File: config.mk
export PLATFORM = sky130hd
export DESIGN_NAME = sdram_wr_buf_flat
export DESIGN_NICKNAME = d
export VERILOG_FILES = /design/src/rtl/sdram_wr_buf_if.sv /design/src/rtl/sdram_wr_buf.sv /design/src/flat_wrapper.sv
export SDC_FILE = /design/constraint.sdc
export NUM_CORES = 1
export LEC_CHECK = 0
export CAP_MARGIN = 0
export CORE_UTILIZATION = 60
export CTS_CLUSTER_DIAMETER = 100
export CTS_CLUSTER_SIZE = 28
export DETAILED_ROUTE_END_ITERATION = 16
export GPL_TIMING_DRIVEN = 0
export PLACE_DENSITY = 0.78
export SLEW_MARGIN = 10
export SYNTH_ARGS = -nofsm -noshare
export SYNTH_HDL_FRONTEND = slang
export SYNTH_SLANG_ARGS = --single-unit
export TNS_END_PERCENT = 100
File: constraint.sdc
create_clock -name sclk -period 3.5 [get_ports sclk]
set_input_delay 0.7 -clock sclk [delete_from_list [all_inputs] [get_ports sclk]]
set_output_delay 0.7 -clock sclk [all_outputs]
set_load 0.01 [all_outputs]
File: src/rtl/sdram_wr_buf_if.sv
// Write-buffer port bundle: user push side plus the sdram_top burst pop side.
// The slave modport is the buffer; the master modport is the user/sdram_top pair driving it.
interface sdram_wr_buf_if #(
    parameter int unsigned DATA_W = 16,
    parameter int unsigned DEPTH  = 16
);
    localparam int unsigned CNT_W = $clog2(DEPTH) + 1;

    logic              usr_wr_en;
    logic [DATA_W-1:0] usr_wr_data;
    logic              usr_full;
    logic [CNT_W-1:0]  usr_count;
    logic              wr_trig;
    logic              wr_busy;
    logic              wfifo_rd_en;
    logic [DATA_W-1:0] wfifo_rd_data;
    logic              ovf_err;
    logic              udf_err;

    modport master (
        output usr_wr_en,
        output usr_wr_data,
        output wfifo_rd_en,
        input  usr_full,
        input  usr_count,
        input  wr_trig,
        input  wr_busy,
        input  wfifo_rd_data,
        input  ovf_err,
        input  udf_err
    );

    modport slave (
        input  usr_wr_en,
        input  usr_wr_data,
        input  wfifo_rd_en,
        output usr_full,
        output usr_count,
        output wr_trig,
        output wr_busy,
        output wfifo_rd_data,
        output ovf_err,
        output udf_err
    );
endinterface

File: src/rtl/sdram_wr_buf.sv
// Write-side staging FIFO for sdram_top: buffers user words, requests a burst once
// BURST_LEN words are held, and serves the burst pops with first-word-fall-through data.
module sdram_wr_buf #(
    parameter int unsigned DATA_W    = 16,
    parameter int unsigned DEPTH     = 16,
    parameter int unsigned BURST_LEN = 4
) (
    input  logic           sclk,
    input  logic           s_rst_n,
    sdram_wr_buf_if.slave  bus
);
    localparam int unsigned PTR_W  = $clog2(DEPTH);
    localparam int unsigned CNT_W  = PTR_W + 1;
    localparam int unsigned BEAT_W = (BURST_LEN > 1) ? $clog2(BURST_LEN) : 1;

    typedef enum logic [1:0] {
        IDLE  = 2'd0,
        TRIG  = 2'd1,
        BURST = 2'd2
    } state_t;

    state_t              state_q;
    state_t              state_nxt;

    logic [DATA_W-1:0]   mem [DEPTH];
    logic [PTR_W-1:0]    wr_ptr_q;
    logic [PTR_W-1:0]    rd_ptr_q;
    logic [CNT_W-1:0]    count_q;
    logic [CNT_W-1:0]    count_nxt;
    logic [BEAT_W-1:0]   beat_q;

    logic                full_q;
    logic                trig_q;
    logic                busy_q;
    logic                ovf_q;
    logic                udf_q;

    logic                is_full;
    logic                is_empty;
    logic                push_ok;
    logic                pop_ok;
    logic                last_beat;

    // Accept conditions are decided on the current count, so a pop never frees
    // room for a push in the same cycle.
    assign is_full   = (count_q == CNT_W'(DEPTH));
    assign is_empty  = (count_q == '0);
    assign push_ok   = bus.usr_wr_en && !is_full;
    assign pop_ok    = bus.wfifo_rd_en && !is_empty && (state_q == BURST);
    assign last_beat = (beat_q == BEAT_W'(BURST_LEN - 1));

    // State register
    always_ff @(posedge sclk) begin
        if (!s_rst_n) begin
            state_q <= IDLE;
        end else begin
            state_q <= state_nxt;
        end
    end

    // Next-state logic
    always_comb begin
        state_nxt = state_q;
        case (state_q)
            IDLE: begin
                if (count_q >= CNT_W'(BURST_LEN)) begin
                    state_nxt = TRIG;
                end
            end
            TRIG: begin
                state_nxt = BURST;
            end
            BURST: begin
                if (pop_ok && last_beat) begin
                    state_nxt = IDLE;
                end
            end
            default: begin
                state_nxt = IDLE;
            end
        endcase
    end

    // Occupancy update
    always_comb begin
        count_nxt = count_q;
        case ({push_ok, pop_ok})
            2'b10:   count_nxt = count_q + CNT_W'(1);
            2'b01:   count_nxt = count_q - CNT_W'(1);
            default: count_nxt = count_q;
        endcase
    end

    // Storage is left uncleared by reset; only the pointers define what is live.
    always_ff @(posedge sclk) begin
        if (s_rst_n && push_ok) begin
            mem[wr_ptr_q] <= bus.usr_wr_data;
        end
    end

    // Pointers, count, beat counter and registered status outputs
    always_ff @(posedge sclk) begin
        if (!s_rst_n) begin
            wr_ptr_q <= '0;
            rd_ptr_q <= '0;
            count_q  <= '0;
            beat_q   <= '0;
            full_q   <= 1'b0;
            trig_q   <= 1'b0;
            busy_q   <= 1'b0;
            ovf_q    <= 1'b0;
            udf_q    <= 1'b0;
        end else begin
            if (push_ok) begin
                wr_ptr_q <= wr_ptr_q + PTR_W'(1);
            end
            if (pop_ok) begin
                rd_ptr_q <= rd_ptr_q + PTR_W'(1);
            end
            count_q <= count_nxt;

            if (state_q == TRIG) begin
                beat_q <= '0;
            end else if (pop_ok) begin
                beat_q <= beat_q + BEAT_W'(1);
            end

            // Registered copies track the state/count they will reflect next cycle.
            full_q <= (count_nxt == CNT_W'(DEPTH));
            trig_q <= (state_nxt == TRIG);
            busy_q <= (state_nxt != IDLE);

            if (bus.usr_wr_en && is_full) begin
                ovf_q <= 1'b1;
            end
            if (bus.wfifo_rd_en && !pop_ok) begin
                udf_q <= 1'b1;
            end
        end
    end

    assign bus.usr_full      = full_q;
    assign bus.usr_count     = count_q;
    assign bus.wr_trig       = trig_q;
    assign bus.wr_busy       = busy_q;
    assign bus.ovf_err       = ovf_q;
    assign bus.udf_err       = udf_q;
    assign bus.wfifo_rd_data = is_empty ? '0 : mem[rd_ptr_q];

endmodule

File: src/flat_wrapper.sv
// flat-port wrapper written by rule: the top's interface ports become plain ports
module sdram_wr_buf_flat 
#(
    parameter int unsigned DATA_W    = 16,
    parameter int unsigned DEPTH     = 16,
    parameter int unsigned BURST_LEN = 4
)
  (sclk, s_rst_n, bus_usr_wr_en, bus_usr_wr_data, bus_wfifo_rd_en, bus_usr_full, bus_usr_count, bus_wr_trig, bus_wr_busy, bus_wfifo_rd_data, bus_ovf_err, bus_udf_err);
  sdram_wr_buf_if #(.DATA_W(DATA_W), .DEPTH(DEPTH)) bus_i ();
  input  logic sclk;
  input  logic s_rst_n;
  input wire logic [$bits(bus_i.usr_wr_en)-1:0] bus_usr_wr_en;
  input wire logic [$bits(bus_i.usr_wr_data)-1:0] bus_usr_wr_data;
  input wire logic [$bits(bus_i.wfifo_rd_en)-1:0] bus_wfifo_rd_en;
  output wire logic [$bits(bus_i.usr_full)-1:0] bus_usr_full;
  output wire logic [$bits(bus_i.usr_count)-1:0] bus_usr_count;
  output wire logic [$bits(bus_i.wr_trig)-1:0] bus_wr_trig;
  output wire logic [$bits(bus_i.wr_busy)-1:0] bus_wr_busy;
  output wire logic [$bits(bus_i.wfifo_rd_data)-1:0] bus_wfifo_rd_data;
  output wire logic [$bits(bus_i.ovf_err)-1:0] bus_ovf_err;
  output wire logic [$bits(bus_i.udf_err)-1:0] bus_udf_err;
  assign bus_i.usr_wr_en = bus_usr_wr_en;
  assign bus_i.usr_wr_data = bus_usr_wr_data;
  assign bus_i.wfifo_rd_en = bus_wfifo_rd_en;
  assign bus_usr_full = bus_i.usr_full;
  assign bus_usr_count = bus_i.usr_count;
  assign bus_wr_trig = bus_i.wr_trig;
  assign bus_wr_busy = bus_i.wr_busy;
  assign bus_wfifo_rd_data = bus_i.wfifo_rd_data;
  assign bus_ovf_err = bus_i.ovf_err;
  assign bus_udf_err = bus_i.udf_err;
  sdram_wr_buf #(.DATA_W(DATA_W), .DEPTH(DEPTH), .BURST_LEN(BURST_LEN)) u_core (.sclk(sclk), .s_rst_n(s_rst_n), .bus(bus_i));
endmodule
## Word level (Yosys, flattened, before mapping)

Memories as Yosys holds them, arrays and structs flattened. A register that Yosys moved wholly into a read port is not among the register bits.
Cells that the tools add are included.

- Flip-flop bits (word level): 22
- Memory bits (writable): 256
- Input port bits: 20
- Output and inout bits: 26
- Word-level logic and storage cells: 49
- Memories kept: 1

Memory list:

| name | depth | bits a word | read ports | clocked after Yosys merged registers in | wr ports | RTL line | text |
|---|---|---|---|---|---|---|---|
| u_core.mem | 16 | 16 | 1 | 1 | 1 | sdram_wr_buf.sv:25 | `logic [DATA_W-1:0] mem [DEPTH];` |

- Add/sub/neg operators: 5
- Order comparisons: 1
- Equal/unequal tests: 8
- Muxes and demuxes: 9
- Bitwise operators: 1
- Reductions and logical operators: 14

Operators by type and width:

| operator | count |
|---|---|
| two-way mux 16 bit | 1 |
| == test 5 bit, second input constant | 2 |
| one-hot mux 5 bit (2 select lines) | 1 |
| adder 4 x 1 -> 4 bit, second input constant | 2 |
| two-way mux 4 bit | 2 |
| logical AND 1 bit | 7 |
| == test 2 x 1 -> 1 bit, second input constant | 3 |
| == test 2 bit, second input constant | 3 |
| one-hot mux 2 bit (3 select lines) | 1 |
| adder 5 x 1 -> 5 bit, second input constant | 1 |
| greater-or-equal comparator 5 x 3 -> 1 bit, second input constant | 1 |
| logical NOT 5 bit | 1 |
| subtractor 5 x 1 -> 5 bit, second input constant | 1 |
| two-way mux 2 bit | 2 |
| logical NOT 1 bit | 3 |
| adder 2 x 1 -> 2 bit, second input constant | 1 |
| logical NOT 2 bit | 1 |
| two-way mux 1 bit | 2 |
| nonzero test 2 bit | 1 |
| OR reduction 2 bit | 1 |
| NOT 1 bit | 1 |

## Longest topological paths before layout

Gate-level depths: netlist of the first run.

- Depth in word-level cells: 8
- Gate-level depth with buffers: 11
- Gate-level depth less buffers: 10

## Worst setup path before layout of the first run

No wires, ideal clock.

- Path type: flip-flop to flip-flop
- Start point: reg u_core.count_q[3], in the netlist u_core.bus.usr_count[3]
- End point: reg u_core.full_q, in the netlist u_core.bus.usr_full
- Library setup time: 0.117 ns
- Arrival: 2.734 ns
- Data required time: 3.383 ns
- Setup slack: 0.650 ns
- Stages on the path, launching flop included: 12
- Path buffers: 1
- Period minus slack after synthesis: 2.850 ns
- Cell sequence: dfxtp_1 > buf_6 > or4_4 > o21ai_1 > inv_1 > ha_1 > nand2_1 > a21boi_0 > or3_1 > a21oi_1 > xor2_1 > and4b_1

- Cells in the longest elaborated chain, start to end: 7
- Elaborated cells on any way between the ends: 13
- Classes of those cells: add/sub (2); eq/ne (4); mux (1); reduce/logical (6)

Ends and longest elaborated chain:

| element | RTL line | text |
|---|---|---|
| start, declared | sdram_wr_buf.sv:28 | `logic [CNT_W-1:0] count_q;` |
| start signal, assigned | sdram_wr_buf.sv:120 | `count_q <= count_nxt;` |
| logical NOT 5 bit | sdram_wr_buf.sv:47 | `assign is_empty = (count_q == '0);` |
| logical NOT 1 bit | sdram_wr_buf.sv:49 | `assign pop_ok = bus.wfifo_rd_en && !is_empty && (state_q == BURST);` |
| logical AND 1 bit (2 in a row) | sdram_wr_buf.sv:49 |  |
| == test 2 x 1 -> 1 bit or == test 2 bit (tied branches) | sdram_wr_buf.sv:87 | `case ({push_ok, pop_ok})` |
| one-hot mux 5 bit (2 select lines) (*) | sdram_wr_buf.sv:87 |  |
| == test 5 bit (*) | sdram_wr_buf.sv:129 | `full_q <= (count_nxt == CNT_W'(DEPTH));` |
| end signal, assigned | sdram_wr_buf.sv:129 |  |
| end, declared | sdram_wr_buf.sv:32 | `logic full_q;` |

Mark *: on every way between the ends. The rest lies on a longest branch, timed or not.
A chain may end at the register's enable or synchronous reset.

==> metrics.md, run 1 <==
| Metric | Value |
|---|---|
| CTS H-Tree Depth | 1 |
| Seq cells post-synth | 282 |
| Vias in the first global route | 5555 |
| GRT overflow | 0 |
| Synth Warn # | 0 |
| Final min period | 3.374 ns |
| Buffers on Ports | 44 |
| Tot Pwr | 5.795 mW |
| Main combinational cell family by area after synthesis | multiplexers |
| First-pass GRT wire length | 32860 um |
| M1 GR Usage | 33.04% |
| Slew HR | 52.70% |
| Die Y | 137.9 um |
| Setup-failing EPs final | 0 |
| Final ANT Viol Nets | 0 |
| Sink Count | 282 |
| Max cap viols | 0 |
| P_leak | 4.034 nW |
| M3 GR Usage | 4.459% |
| Vias per cell | 6.370 |
| Post-detailed-routing wire length | 22330 um |
| GPL Wtd Cong | 0.8152 |
| Reg2Reg Depth | 11 |
| DR vias | 5402 |
| Number of diodes | 0 |
| Most Crowded Layer GR | met2 |
| Mapped cell area | 11090 um2 |
| Cell Chain, Critical Path | buf_12, buf_12, mux4_2, mux4_2, nor2b_1, dlygate4sd2_1 |
| TritonRoute pass-1 iters | 5 |
| Cell Pwr Density | 456.0 nW/um2 |
| Asr flop ratio synth | 0% |
| Commonest cells after routing, fill and taps aside | edfxtp_1, mux4_2, clkdlybuf4s50_1, dfxtp_1, nor2b_1 |
| CP required | 2.80 ns |
| Unrepaired setup endpoints after global routing | false |
| Area Overhead vs Synth | 14.61% |
| Slowest cell on crit path | mux4_2 |
| Layout cell share with drive strength beyond 1 | 26.66% |
| Pin count of the biggest net entering global routing | 30 |
| Commonest non-fill, non-tap cell in the layout | edfxtp_1 |
| Syn Inst Count | 533 |
| CP endpoint kind | output pin |
| Synth Area in Simple Gates | 4.773% |
| Hold crit path type | reg2reg |
| Levels on crit path | 6 |
| Xor/xnor share of the synthesized area | 0.7899% |
| Mux contribution to synthesized area | 16.52% |
| Crit Path Class | reg2out |
| Worst Path Arrival | 2.67 ns |
| CP Launch Type | flop |
| Area post-placement | 12100 um2 |
| Peak Freq | 296.4 MHz |
| Crit-path max cell delay | 0.54 ns |
| Initial antenna violation count | 0 |
| DIE AREA | 19030 um2 |
| Final Skew | 0.01758 ns |
| VDD IR-drop max | 0.4355 mV |
| CTS buffer count | 14 |
| Register area share after synthesis | 74.02% |
| Die span in x | 137.9 um |
| Detailed router's first-iteration violation count | 442 |
| Row cnt | 49 |
| GR Util met2 | 41.06% |
| TritonCTS clock tree | done |
| Post-synthesis cell type count | 42 |
| DRC Markers | 0 |
| Clk buf depth | 3 |
| Hold_buf cts | 0 |
| Worst Hold Depth | 2 |
| Core area | 18020 um2 |
| Root Buffer | clkbuf_16 |
| Clk Latency, worst-skew pair | 0.49 ns |
| Buf+Inv Stages, Crit Path | 3 |
| Final Cycle Share | 96.41% |
| CP delay by family, top | multiplexers |
| Number of synthesized flops with an enable pin | 256 |
| Pins over their slew limit | 0 |
| I/O pins | 46 |
| Outcome | finished, final reports clean |
| Synth Flop Type | edfxtp_1 |
| Syn nets | 561 |
| Total GRT Usage | 24.57% |
| Synthesized area per cell | 20.80 um2 |
| Compound-Gate Fraction of Synth Area | 1.478% |
| Synth Area in Adders | 0.9027% |
| Final instance area | 12710 um2 |
| Starting Density | 61.52% |
| Nets@finish | 639 |
| Crit Path Max Fanout | 10 |
| DP HPWL | 14900 um |
| Slew @ Worst Pin | 0.7087 ns |
| Avg WL per Cell | 26.33 um |
| Fin. Hold Viols | 0 |
| Clk slew on worst S/H paths | 0.10 ns |
==> sequential cells by signal (all words and copies together), names as in the netlist, named ones only <==
signal and cells:
u_core.bus.wr_busy 1, u_core.bus.wr_trig 1, u_core.rd_ptr_q 4, u_core.wr_ptr_q 4
u_core.mem 256, u_core.bus.ovf_err 1, u_core.bus.usr_count 5, u_core.state_q 2
u_core.beat_q 2, u_core.bus.usr_full 1, u_core.bus.udf_err 1
==> worst paths after layout <==
check / startpoint / end / slack [ns]
setup reg to reg: u_core.bus.usr_count[3]$_SDFF_PN0_ / u_core.bus.usr_full$_SDFF_PN0_ / 0.28
hold reg to reg: u_core.beat_q[1]$_SDFFE_PP0P_ / u_core.beat_q[1]$_SDFFE_PP0P_ / 0.48
setup / recovery: flop / bus_wfifo_rd_data[15] / 0.13
hold / removal: u_core.beat_q[1]$_SDFFE_PP0P_ / u_core.beat_q[1]$_SDFFE_PP0P_ / 0.48
==> synthesized netlist by cell type, types with 3 or more instances <==
| master | number | share of area, % |
|---|---|---|
| a21boi_0 | 4 | 0.27 |
| nand2b_1 | 3 | 0.17 |
| a21oi_1 | 5 | 0.23 |
| o21ai_0 | 7 | 0.32 |
| xnor2_1 | 8 | 0.63 |
| ha_1 | 8 | 0.90 |
| buf_6 | 5 | 0.51 |
| dfxtp_1 | 26 | 4.7 |
| nor3_1 | 3 | 0.14 |
| nor2b_1 | 21 | 1.2 |
| mux4_2 | 80 | 16 |
| clkbuf_1 | 12 | 0.41 |
| nand2_1 | 15 | 0.51 |
| nor2_1 | 22 | 0.74 |
| buf_2 | 8 | 0.36 |
| and2_1 | 10 | 0.56 |
| inv_1 | 5 | 0.17 |
| edfxtp_1 | 256 | 69 |
| mux2i_1 | 3 | 0.27 |
==> power breakdown <==
| part | switching, mW | internal, mW |
|---|---|---|
| Sequential | 0.0125 | 3.69 |
| Clock | 1.01 | 0.822 |
| Combinational | 0.147 | 0.110 |
==> metal layers <==
metal | wire [um] | part of all wire (%) | up-vias
met5 | 0 | 0 | -
met3 | 1597 | 7.2 | 40
li1 | - | - | 2315
met4 | 576 | 2.6 | 0
met2 | 11340 | 51 | 239
met1 | 8819 | 39 | 2808
==> worst register-to-register path: cells and delay by family (launching register included) <==
| family | cells | cell delay [ns] |
|---|---|---|
| and+or+nand+nor | 4 | 1.21 |
| AOI/OAI and AO/OA | 3 | 0.72 |
| buffers and inverters | 2 | 0.36 |
| DFF | 1 | 0.34 |
| adders and majority gates | 1 | 0.31 |
| xor gates and xnor gates | 1 | 0.20 |
==> cell families after synthesis <==
| family | count (synthesis) |
|---|---|
| flip-flops | 282 |
| AO/OA/AOI/OAI | 23 |
| AND/OR/NAND/NOR | 95 |
| XOR/XNOR | 10 |
| buffers and inverters | 32 |
| adder cells (fa/ha/maj) | 8 |
| multiplexers | 83 |
==> what timing repair did <==
item	CTS	global route
buffers inserted	4	0
cloned	0	0
gates resized for setup	61	6
endpoints found under the setup margin	16	5
==> layout make-up <==
type	instances	area [um2]
clock buffers	22	401.6
well taps	229	286.5
inverters	5	18.77
fillers	1079	5316
clock inverters	2	37.54
multi-input cells	219	2760
flip-flops and latches	282	8213
plain buffers	25	269.0
repair buffers	64	721.9
==> per-stage QoR <==
stage | std cells | setup TNS (ns) | utilization [%] | hold WS, ns | setup WS (ns)
after CTS | 848 | 0 | 70.42 | 0.4757 | 0.002907
after floorplan | 533 | 0 | - | 0.4332 | 0.6497
after global placement | 806 | -82.24 | 65.55 | 0.4506 | -0.4214
after global routing | 848 | 0 | 70.51 | 0.5049 | 0.005009
after detailed placement | 822 | -4.369 | 67.10 | 0.4588 | -0.3103
final | 848 | 0 | 70.51 | 0.4835 | 0.1257
No activity file was read; power rests on OpenSTA's default activity.
==> run 2: changes to the inputs <==
Settings changed: CORE_UTILIZATION 60 to 65, PLACE_DENSITY 0.78 to 0.84.
Clock period 3.5 ns to 3.9 ns, I/O delays scaled along.
==> run 2 against run 1 <==
Non-clock buffer count down 4. Critical path depth down 1. Routed wire length is 7.4% higher. Register-to-register slack better by 0.28 ns. Highest routed layer unchanged.
==> metrics.md, run 2 (synthesized netlist as in run 1, its figures left out) <==
| Metric | Value |
|---|---|
| Sink Count | 282 |
| Worst Path Arrival | 2.97 ns |
| Initial antenna violation count | 0 |
| Final Util | 75.84% |
| Core area | 16640 um2 |
| Sw frac | 20.03% |
| Buffers on Ports | 44 |
| Clk buf depth | 3 |
| Tot Pwr | 5.200 mW |
| I/O pins | 46 |
| Slew @ Worst Pin | 0.7737 ns |
| Max cap viols | 0 |
| Starting Density | 66.63% |
| CP endpoint kind | output pin |
| Hold crit path type | reg2reg |
| GPL Wtd Cong | 0.8109 |
| CP required | 3.12 ns |
| CTS buffer count | 14 |
| Commonest non-fill, non-tap cell in the layout | edfxtp_1 |
| Detailed router's first-iteration violation count | 578 |
| Setup-failing EPs final | 0 |
| CTS H-Tree Depth | 1 |
| Crit Path Class | reg2out |
| Layout cell share with drive strength beyond 1 | 26.06% |
| Hold_buf cts | 0 |
| Postcts setup bufs | 0 |
| Comb power frac | 4.7% |
| Vias per cell | 6.688 |
| Beginning of the worst hold path | u_core.beat_q[1]$_SDFFE_PP0P_ |
| Final Skew | 0.03458 ns |
| Crit Path Max Fanout | 10 |
| P_sw | 1.042 mW |
| Final ANT Viol Nets | 0 |
| DRC Markers | 0 |
| Pins over their slew limit | 0 |
| Die Y | 132.6 um |
| Dpl cells | 813 |
| Clk Latency, worst-skew pair | 0.49 ns |
| TritonCTS clock tree | done |
| Final Cycle Share | 96.13% |
| Final min period | 3.749 ns |
| Commonest cells after routing, fill and taps aside | edfxtp_1, mux4_2, clkdlybuf4s50_1, dfxtp_1, nor2b_1 |
| Pin count of the biggest net entering global routing | 30 |
| Clock Power Share | 31.3% |
| Row cnt | 47 |
| Reg2Reg Depth | 11 |
| RR Endpoint | u_core.bus.usr_full$_SDFF_PN0_ |
| Peak Freq | 266.7 MHz |
| R2R Path Start | u_core.bus.usr_count[3]$_SDFF_PN0_ |
| Final hold slack | 0.4798 ns |
| First-pass GRT wire length | 36130 um |
| Clk slew on worst S/H paths | 0.10 ns |
| Nets@finish | 635 |
| Root Buffer | clkbuf_16 |
| Unrepaired setup endpoints after global routing | false |
| Outcome | finished, final reports clean |
| TritonRoute pass-1 iters | 5 |
| Area Overhead vs Synth | 13.82% |
| DP HPWL | 15430 um |
| CP Launch Type | flop |
| Fin. Hold Viols | 0 |
| Number of flip-flops in the largest register | 256 |
| Avg WL per Cell | 28.76 um |
| P_leak | 3.896 nW |
| Post-detailed-routing wire length | 23990 um |
| Die span in x | 132.6 um |
| DR vias | 5578 |
| Pint | 4.159 mW |
| GRT overflow | 0 |
| Vias in the first global route | 5786 |
| Seq pwr share | 64.0% |
| Reg with most FFs | u_core.mem |
| Final non-filler cell total | 834 |
| VDD IR-drop max | 0.5278 mV |
| Number of diodes | 0 |
| Cell Pwr Density | 412.0 nW/um2 |
| DIE AREA | 17590 um2 |
| Total GRT Usage | 28.97% |
| Slew HR | 48.36% |
| Worst Hold Depth | 2 |
| Hold Path End | u_core.beat_q[1]$_SDFFE_PP0P_ |
| Worst R2R Setup Slack | 0.56 ns |
[run 2: worst max-delay path, cell delays in order, from the launching register on]
cell	delay, ns
dfxtp_4	0.47
buf_4	0.29
mux4_2	0.58
mux4_2	0.47
nor2b_1	0.16
clkdlybuf4s50_1	0.50
[run 2: layout make-up]
type	count	area, um2
Multi-Input combinational cell	219	2760
Timing Repair Buffer	60	735.7
Buffer	25	186.4
Tap cell	220	275.3
Clock inverter	1	30.03
Inverter	5	18.77
Fill cell	866	4021
Clock buffer	22	401.6
Sequential cell	282	8213
[run 2: worst max-delay path by stage]
stage,start,depth (start not counted),slack (ns),end
final,flop,5,0.15,bus_wfifo_rd_data[14]
after global routing,flop,5,0.04,bus_wfifo_rd_data[14]
after detailed placement,flop,6,0.01,bus_wfifo_rd_data[7]
after CTS,flop,5,0.01,bus_wfifo_rd_data[7]
after floorplan,flop,5,1.00,bus_wfifo_rd_data[0]
after global placement,bus_usr_wr_en,4,-0.18,u_core.mem[7][5]$_DFFE_PP_
[run 2: timing repair]
| action | 4_1_cts | 5_1_grt |
|---|---|---|
| setup endpoints to repair | 16 | 12 |
| resized for setup | 19 | 10 |
| pin swaps | 0 | 0 |
[run 2: stage by stage]
stage | worst slack, ns | setup TNS [ns] | instance area [um2]
floorplan | 1.002 | 0 | 11090
global placement | -0.1809 | -15.93 | 11800
detailed placement | 0.01104 | 0 | 12140
CTS | 0.01020 | 0 | 12600
global route | 0.03554 | 0 | 12620
finish | 0.1508 | 0 | 12620
[run 2: power groups by stage]
stage                     Sequential (mW)  Combinational, mW  Clock, mW
after floorplan                      3.39              0.101          0
after global placement               3.39              0.216          0
after detailed placement             3.40              0.241          0
after CTS                            3.33              0.243       1.64
after global routing                 3.33              0.263       1.73
final                                3.33              0.244       1.63
[run 2: per-layer routing]
layer  global-route usage (%)  vias up  wire length, um
met1                    38.59     2898             8811
met2                    49.47      320            12630
met3                    3.831       55             1594
met5                        0        -                0
li1                         -     2305                -
met4                    11.30        0              951
==> run 3: changes to the inputs <==
Settings changed: CTS_CLUSTER_SIZE 28 to 12.
==> run 3 against run 2 <==
Cell count rose by 1.7%. Non-clock buffer count is the same. First-iteration DRC count shrank 28%. Register-to-register slack better by 0.06 ns. Sequential power about the same. Die area is the same. Fmax decreased by 1.7%. Sequential cell count unchanged.
==> metrics.md, run 3 (synthesized netlist as in run 1, its figures left out) <==
| Metric | Value |
|---|---|
| Seq pwr share | 56.8% |
| R2R Path Start | u_core.bus.usr_count[3]$_SDFF_PN0_ |
| DP HPWL | 15430 um |
| Sink Count | 282 |
| Row cnt | 47 |
| I/O pins | 46 |
| Unrepaired setup endpoints after global routing | false |
| Post-detailed-routing wire length | 25230 um |
| Worst Path Arrival | 3.03 ns |
| Vias in the first global route | 6110 |
| Area of the multi-input gates | 2760 um2 |
| Clk slew on worst S/H paths | 0.06 ns |
| P_sw | 1.178 mW |
| Max cap viols | 0 |
| Avg WL per Cell | 29.76 um |
| Die Y | 132.6 um |
| CTS buffer count | 27 |
| Commonest cells after routing, fill and taps aside | edfxtp_1, mux4_2, clkdlybuf4s50_1, clkbuf_16, dfxtp_1 |
| Core area | 16640 um2 |
| Final Skew | 0.01473 ns |
| Final Util | 77.73% |
| Comb power frac | 4.2% |
| Final non-filler cell total | 848 |
| Sw frac | 20.09% |
| Nets@finish | 648 |
| Postcts setup bufs | 0 |
| GRT overflow | 0 |
| Reg with most FFs | u_core.mem |
| Final min period | 3.814 ns |
| Area Overhead vs Synth | 16.67% |
| Number of diodes | 0 |
| DRC Markers | 0 |
| Layout cell share with drive strength beyond 1 | 27.55% |
| Commonest non-fill, non-tap cell in the layout | edfxtp_1 |
| Crit Path Max Fanout | 10 |
| VDD IR-drop max | 0.3816 mV |
| Pin count of the biggest net entering global routing | 17 |
| Pins over their slew limit | 0 |
| GPL Wtd Cong | 0.8109 |
| Register area | 8213 um2 |
| Clk Latency, worst-skew pair | 0.55 ns |
| Dpl cells | 813 |
| Final setup TNS | 0 ns |
| Total GRT Usage | 30.49% |
| Slew HR | 43.88% |
| Clk buf depth | 3 |
| Number of flip-flops in the largest register | 256 |
| Initial antenna violation count | 0 |
| Die span in x | 132.6 um |
| Cell Pwr Density | 453.4 nW/um2 |
| Outcome | finished, final reports clean |
| Tot Pwr | 5.865 mW |
| Hold_buf cts | 0 |
| Peak Freq | 262.2 MHz |
| Fin. Hold Viols | 0 |
| Vias per cell | 6.801 |
| Final ANT Viol Nets | 0 |
| Clock Power Share | 39.0% |
| P_leak | 4.047 nW |
| Pint | 4.687 mW |
| Crit Path Class | reg2out |
| CTS H-Tree Depth | 1 |
| TritonCTS clock tree | done |
| Slew @ Worst Pin | 0.8408 ns |
| Fillcell total | 828 |
| DR vias | 5767 |
| CP endpoint kind | output pin |
| Setup-failing EPs final | 0 |
| CP Launch Type | flop |
| TritonRoute pass-1 iters | 5 |
| Final Cycle Share | 97.81% |
| Root Buffer | clkbuf_16 |
| DIE AREA | 17590 um2 |
| First-pass GRT wire length | 37870 um |
| Detailed router's first-iteration violation count | 418 |
| Hold crit path type | reg2reg |
| Buffers on Ports | 44 |
| CP required | 3.12 ns |
| Starting Density | 66.63% |
| Beginning of the worst hold path | u_core.bus.udf_err$_SDFFE_PN0P_ |
==> run 3: changes by cell type in the layout (fill, tap and decap cells not counted) <==
cell,previous run,this run
inv_16,0,1
clkbuf_4,2,4
clkbuf_16,15,27
clkinv_16,1,0
buf_2,4,2
clkbuf_1,9,10
buf_4,4,2
clkinv_4,0,1
buf_6,9,11
==> run 3: final timing paths <==
check / end / slack [ns] / cells after the start
hold reg to reg: u_core.bus.udf_err$_SDFFE_PN0P_ / 0.49 / 2
setup reg to reg: u_core.bus.usr_full$_SDFF_PN0_ / 0.62 / 11
setup / recovery: bus_wfifo_rd_data[7] / 0.09 / 5
hold / removal: u_core.bus.udf_err$_SDFFE_PN0P_ / 0.49 / 2
==> run 3: area by class of cell <==
class / count / area share (%)
Sequential cell: 282 / 63.49
Multi-Input combinational cell: 219 / 21.34
Timing Repair Buffer: 60 / 5.687
Clock buffer: 35 / 5.455
Tap cell: 220 / 2.128
Buffer: 25 / 1.538
Clock inverter: 2 / 0.2225
Inverter: 5 / 0.1451
==> run 3: per-stage QoR <==
step	hold slack (ns)	area, um2	setup WS [ns]
after floorplan	0.4332	11090	1.002
after global placement	0.4489	11800	-0.1809
after global routing	0.5123	12940	0.007370
after CTS	0.4873	12910	-0.01279
after detailed placement	0.4637	12140	0.01104
final	0.4866	12940	0.08553
==> run 3: power by group through the flow <==
stage	logic [mW]	registers (mW)	clock network [mW]
6_report	0.246	3.33	2.29
5_1_grt	0.263	3.33	2.41
4_1_cts	0.244	3.33	2.31
3_5_place_dp	0.241	3.40	0
3_3_place_gp	0.216	3.39	0
2_1_floorplan	0.101	3.39	0
==> run 3: routing by layer <==
metal	share of wire [%]	routed length, um	global-route usage [%]	vias up
met5	0	0	0	-
met4	3.3	823	11.49	0
met3	8.2	2076	4.636	67
met2	53	13300	52.84	362
met1	36	9032	39.62	3000
li1	-	-	-	2338
==> run 3: repair_timing <==
item,4_1_cts,5_1_grt
endpoints found under the setup margin,16,16
gates cloned,0,0
gates resized for setup,22,9
==> run 3: critical path: stages (launching register included) <==
cell and delay, ns:
dfxtp_4 0.48, buf_4 0.31, mux4_2 0.54, mux4_2 0.49, nor2b_1 0.16, clkdlybuf4s50_1 0.51
